**src/rtl/fifo_stream_reader.sv**
```systemverilog
// Drains a first-word-fall-through line FIFO into a valid/ready pixel stream with
// end-of-line (m_tlast) and start-of-frame (m_tuser) markers; FIFO_STREAM_READER_TUSER_EN enables m_tuser.
//   state  | meaning
//   IDLE   | waiting for en, line/row counters held at 0
//   STREAM | popping W*H words from the FIFO into the output register
//   DRAIN  | last pixel of the frame read, waiting for it to be accepted
//   GAP    | inter-frame idle time, C_FRAME_GAP cycles
module fifo_stream_reader #(
    parameter int C_DATA_WIDTH = 8,
    parameter int C_IMG_WIDTH  = 640,
    parameter int C_IMG_HEIGHT = 480,
    parameter int C_FRAME_GAP  = 4
) (
    input  logic                    clk,
    input  logic                    rst,
    input  logic                    en,
    input  logic [C_DATA_WIDTH-1:0] fifo_dout,
    input  logic                    fifo_empty,
    output logic                    fifo_rd_en,
    output logic [C_DATA_WIDTH-1:0] m_tdata,
    output logic                    m_tvalid,
    input  logic                    m_tready,
    output logic                    m_tlast,
    output logic                    m_tuser,
    output logic                    frame_done,
    output logic                    busy
);
    localparam int COL_W    = (C_IMG_WIDTH > 1) ? $clog2(C_IMG_WIDTH) : 1;
    localparam int ROW_W    = (C_IMG_HEIGHT > 1) ? $clog2(C_IMG_HEIGHT) : 1;
    localparam int GAP_W    = (C_FRAME_GAP > 1) ? $clog2(C_FRAME_GAP) : 1;
    localparam int GAP_LOAD = (C_FRAME_GAP > 0) ? C_FRAME_GAP - 1 : 0;
    localparam logic [COL_W-1:0] COL_LAST = COL_W'(C_IMG_WIDTH - 1);
    localparam logic [ROW_W-1:0] ROW_LAST = ROW_W'(C_IMG_HEIGHT - 1);

    typedef enum logic [1:0] {
        IDLE   = 2'd0,
        STREAM = 2'd1,
        DRAIN  = 2'd2,
        GAP    = 2'd3
    } state_t;

    state_t           state;
    state_t           state_nxt;
    logic [COL_W-1:0] col;
    logic [ROW_W-1:0] row;
    logic [GAP_W-1:0] gap_cnt;
    logic             col_last;
    logic             row_last;
    logic             accept;

    assign col_last = (col == COL_LAST);
    assign row_last = (row == ROW_LAST);
    assign accept   = m_tvalid & m_tready;
    assign busy     = (state != IDLE);

    // Gated by rst so the FIFO head survives a reset that lands mid-frame.
    assign fifo_rd_en = ~rst & (state == STREAM) & ~fifo_empty & (~m_tvalid | m_tready);

    always_ff @(posedge clk) begin
        if (rst) begin
            state <= IDLE;
        end else begin
            state <= state_nxt;
        end
    end

    always_comb begin
        state_nxt = state;
        case (state)
            IDLE:    if (en) state_nxt = STREAM;
            STREAM:  if (fifo_rd_en && col_last && row_last) state_nxt = DRAIN;
            DRAIN:   if (accept) state_nxt = (C_FRAME_GAP == 0) ? IDLE : GAP;
            GAP:     if (gap_cnt == '0) state_nxt = IDLE;
            default: state_nxt = IDLE;
        endcase
    end

    // Down-counter loaded on entry to GAP; terminal count 0 releases to IDLE.
    always_ff @(posedge clk) begin
        if (rst) begin
            gap_cnt <= '0;
        end else if ((state == DRAIN) && accept) begin
            gap_cnt <= GAP_W'(GAP_LOAD);
        end else if ((state == GAP) && (gap_cnt != '0)) begin
            gap_cnt <= gap_cnt - 1'b1;
        end
    end

    always_ff @(posedge clk) begin
        if (rst || (state == IDLE)) begin
            col <= '0;
            row <= '0;
        end else if (fifo_rd_en) begin
            if (col_last) begin
                col <= '0;
                row <= row_last ? '0 : row + 1'b1;
            end else begin
                col <= col + 1'b1;
            end
        end
    end

    always_ff @(posedge clk) begin
        if (rst) begin
            m_tdata    <= '0;
            m_tvalid   <= 1'b0;
            m_tlast    <= 1'b0;
            frame_done <= 1'b0;
        end else begin
            frame_done <= (state == DRAIN) & accept;
            if (fifo_rd_en) begin
                m_tdata  <= fifo_dout;
                m_tvalid <= 1'b1;
                m_tlast  <= col_last;
            end else if (accept) begin
                m_tvalid <= 1'b0;
            end
        end
    end

`ifdef FIFO_STREAM_READER_TUSER_EN
    logic tuser_q;

    always_ff @(posedge clk) begin
        if (rst) begin
            tuser_q <= 1'b0;
        end else if (fifo_rd_en) begin
            tuser_q <= (col == '0) && (row == '0);
        end
    end

    assign m_tuser = tuser_q;
`else
    assign m_tuser = 1'b0;
`endif

endmodule

```
**config.mk**
```make
export PLATFORM = sky130hd
export DESIGN_NAME = fifo_stream_reader
export DESIGN_NICKNAME = d
export VERILOG_FILES = /design/src/rtl/fifo_stream_reader.sv
export SDC_FILE = /design/constraint.sdc
export NUM_CORES = 1
export LEC_CHECK = 0
export CORE_MARGIN = 2
export CORE_UTILIZATION = 40
export DETAILED_ROUTE_END_ITERATION = 6
export PLACE_DENSITY = 0.66
export SETUP_SLACK_MARGIN = 0.3
export SYNTH_ARGS = -nofsm -noshare
export SYNTH_HDL_FRONTEND = slang
export SYNTH_SLANG_ARGS = --single-unit
```
**constraint.sdc**
```tcl
create_clock -name clk -period 5.1 [get_ports clk]
set_input_delay 1.275 -clock clk [delete_from_list [all_inputs] [get_ports clk]]
set_output_delay 1.275 -clock clk [all_outputs]
set_load 0.05 [all_outputs]
```
### After elaboration in Yosys (flattened, before gate mapping)

Cells that the tools add are included.

* bitwise operators: 9
* shift operators: 0
* order comparisons: 0
* multipliers: 0
* equal/unequal tests: 9
* reductions and logical operators: 13
* multiplexer cells: 11
* $add $sub $neg: 3
* divide/modulo/power cells: 0

Operators with widths (number)
* 2-to-1 mux 2 bit: 6
* adder 10 x 1 -> 10 bit (second input constant): 1
* equality test 10 bit (second input constant): 1
* 2-to-1 mux 10 bit: 1
* adder 9 x 1 -> 9 bit (second input constant): 1
* equality test 9 bit (second input constant): 1
* 2-to-1 mux 9 bit: 1
* case mux 2 bit (4 select lines): 1
* nonzero test 2 bit: 4
* != test 2 bit (second input constant): 3
* bitwise AND 1 bit: 5
* equality test 2 bit (second input constant): 2
* logical AND 1 bit: 4
* logical NOT 2 bit: 2
* AND reduction 4 bit: 1
* NOT 1 bit: 3
* equality test 2 x 1 -> 1 bit (second input constant): 1
* 2-to-1 mux 1 bit: 2
* != test 2 x 1 -> 1 bit (second input constant): 1
* AND reduction 2 bit: 1
* subtractor 2 x 1 -> 2 bit (second input constant): 1
* logical OR 1 bit: 1
* OR 1 bit: 1

* flip-flop bits (word level): 34
* logic and storage cells: 53
* memory bits (read-only): 0
* memory bits (writable): 0
* bits in latches: 0
* memories: 0
* output and inout port bits: 14
* bits of input ports: 13

### Depth between registers and ports, before layout

* depth after elaboration: 8
* mapped depth: 8
* mapped depth without buffers: 7

### Worst setup path before layout

Ideal clock, no wire load.

* kind: in2out
* start point: input port fifo_empty
* end point: output port fifo_rd_en
* buffers on the path: 1
* stages on the path: 4
* data arrival time: 2153 ps
* data required time: 3825 ps
* slack: 1672 ps
* cell sequence: nor2b_1 > nand3_1 > clkbuf_1 > inv_1

* cells in the longest elaborated chain, start to end: 3

RTL lines
* start, declared: RTL line 18 `input logic fifo_empty,`
* NOT 1 bit: RTL line 57 `assign fifo_rd_en = ~rst & (state == STREAM) & ~fifo_empty & (~m_tvalid | m_tready);`
* bitwise AND 1 bit (2 in a row): RTL line 57
* end, declared: RTL line 19 `output logic fifo_rd_en,`

No other way between the ends.

### Final worst setup path

* start point: input port m_tready
* end point: output port fifo_rd_en

* cells in the longest elaborated chain, start to end: 2

RTL lines
* start, declared: RTL line 22 `input logic m_tready,`
* OR 1 bit: RTL line 57
* bitwise AND 1 bit: RTL line 57

No other way between the ends.

==> out/metrics.yaml <==
clock_tree:
  cts_tree: "yes"
  cts_buffer_depth: 2
  htreeDepth: 2
  cts.sink_count: 34
  numCtsBuffers: 5
  cts_root_buffer: "clkbuf_8"
  postCtsSetupRepairBufs: 0
  cts_hold_buf: 0
  path_clk_slew_ns: 0.06
  clk_latency_ns: 0.28
  cts_resized: 0
critical_path:
  reg2reg_depth: 6
  critPathArrivalTime_ns: 2.81
  worstReg2RegStart: "state[1]"
  path_max_fanout: 11
  crit_required_ns: 3.83
  crit_type: "input pin to output port"
  end_kind: "output port"
  r2r_end: "row[4]"
  crit_path_start_kind: "input pin"
  rrSetupSlack_ns: 2.86
sta:
  rsz0062_at_grt: "no"
  setup_viol: 0
  fmax_mhz: 244.8
  tns_ns: 0
  min_period_ns: 4.086
  fin_worst_skew_ns: 0.002870
  slew_headroom_pct: 48.91
  worstMarginPinSlew_ns: 0.7594
  holdWs_ns: 0.4515
  slew_violations: 0
  hold_viol_final: 0
  fin_crit_sh_pct: 80.11
cells_and_area:
  area_growth_syn_to_layout_pct: 21.38
  nFillCells: 429
  n_antenna_cell: 0
  drive_above_1_share_pct: 7.531
  nets: 260
global_routing:
  overflow: 0
  grtUsageMet2_pct: 26.14
  antenna_found_initial: 0
  use_met3_pct: 4.040
  use_met1_pct: 20.61
  grt_max_degree: 27
  top_usage_layer: "met2"
  grt_pass1_vias: 1488
  grt_first_pass_wirelength_mm: 6.437
  grt_usage_pct: 16.15
floorplanning:
  row_count: 24
  dieArea_um2: 4905
  pin_count: 27
  die_h_um: 70.04
  initial_core_util_pct: 40.90
  fp.coreArea_um2: 4264
  die_w_um: 70.04
logic_synthesis:
  synthArstFlopShare_pct: 0
  yosys.area_share.adder_pct: 5.022
  synth_edf_count: 0
  synth_area_um2: 1744
  synthTopCellsByCount: "dfxtp_1 (34), nand2_1 (29), a21oi_1 (26)"
  synth_top_family_by_area: "simple AND/OR/NAND/NOR gates"
  yosysMostFrequentCell: "dfxtp_1"
  synthCells: 214
  synthDistinctLibCells: 40
  synth_mux_area_share_pct: 1.148
  ys_ff_latch: 34
  yosysTopAreaCell: "dfxtp_1"
  synth_simple_gate_area_share_pct: 32.21
  synth_flop_cell: "dfxtp_1"
  synth_top_area_share_pct: 39.02
  yosys-top-cells-area: "dfxtp_1 (39%), a21oi_1 (7.5%), nand2_1 (6.2%)"
  synth_compound_area_share_pct: 16.50
  synthesis.nets: 234
  syn_area_per_cell_um2: 8.150
  synth_xor_area_share_pct: 2.009
  yosysWarnings: 0
  ys_seq_area_share_pct: 39.02
route:
  drt-total-wl_mm: 3.646
  avgRoutedWirePerCell_um: 12.53
  routed_via_density: 5.450
  drc: 0
  antenna_left: 0
  drt_iter0_markers: 52
  drt_pass1_iterations: 4
  vias: 1586
min_path:
  hp-start: "m_tdata[6]"
  hold_class: "flip-flop to flip-flop"
  hold_end: "m_tdata[6]"
  min_path_cells: 2
pwr:
  ir_worst_vdd_v: 0.0001348
  p_leak_nw: 0.6829
  total_power_uw: 753.3
  powerDensity_nw_per_um2: 355.8
placed_design:
  numPortBuffers: 25
  gp_congestion: 0.8424
  hpwl_mm: 2.661
outcome:
  status: "finished clean"
flow_run:
  maxCapViolCount: 0
critical path, cell delays in order:
cell and delay [ns]:
clkdlybuf4s50_1 0.51, nand2b_1 0.20, nand3_1 0.31, inv_1 0.27, buf_4 0.24
cell usage in the layout, fill, tap and decap left out, drive strengths merged, types with 6 or more instances in the layout:
| cell | n |
|---|---|
| nand2 | 29 |
| clkdlybuf4s50 | 24 |
| clkbuf | 6 |
| nand3 | 12 |
| a21oi | 27 |
| ha | 7 |
| or3 | 6 |
| o31ai | 8 |
| inv | 10 |
| or4 | 10 |
| o21ai | 6 |
| nor2 | 12 |
| dfxtp | 34 |
sequential cells by signal, indices dropped and copies added (netlist names):
register,count
frame_done,1
m_tdata,8
row,9
col,10
state,2
gap_cnt,2
m_tlast,1
m_tvalid,1
layer usage:
metal / vias up / routed length [um]
li1: 826 / -
met1: 736 / 1826
met2: 19 / 1634
met3: 5 / 123
met4: 0 / 61
met5: - / 0
stage by stage:
stage / utilization (%) / cells / setup WS (ns) / area, um2
CTS: 49.65 / 291 / 1.004 / 2117
global placement: 47.71 / 285 / 1.059 / 2034
detailed placement: 47.71 / 285 / 1.035 / 2034
floorplan: - / 214 / 1.672 / 1744
finish: 49.65 / 291 / 1.014 / 2117
global route: 49.65 / 291 / 0.8811 / 2117
cell type report:
type	count	area [um2]	share of cell area, %
flip-flops and latches	34	680.7	32.15
repair buffers	26	255.2	12.06
inverters	10	37.54	1.773
clock buffers	6	82.58	3.901
multi-input cells	163	996.0	47.04
well taps	52	65.06	3.073
cell families after synthesis:
group / after synthesis
and+or+nand+nor: 101
adders and majority gates: 7
muxes: 2
xor gates and xnor gates: 4
DFF: 34
buffers and inverters: 17
other: 1
AOI/OAI and AO/OA: 48
worst max path at each step:
stage / end / cells after the start / slack, ns / start
final: fifo_rd_en / 5 / 1.01 / m_tready
after global routing: fifo_rd_en / 5 / 0.88 / m_tready
after CTS: fifo_rd_en / 5 / 1.00 / m_tready
after detailed placement: fifo_rd_en / 5 / 1.03 / m_tready
after global placement: fifo_rd_en / 5 / 1.06 / m_tready
after floorplan: fifo_rd_en / 4 / 1.67 / fifo_empty
where the power goes:
group	switching (mW)	internal (mW)	total (mW)	leakage, nW
Combinational	0.170	0.0925	0.262	0.365
Clock	0.0877	0.104	0.192	0.0431
Sequential	0.0144	0.285	0.299	0.275
Total	0.272	0.481	0.753	0.683
Note: power is estimated with default switching activity, not from simulation.
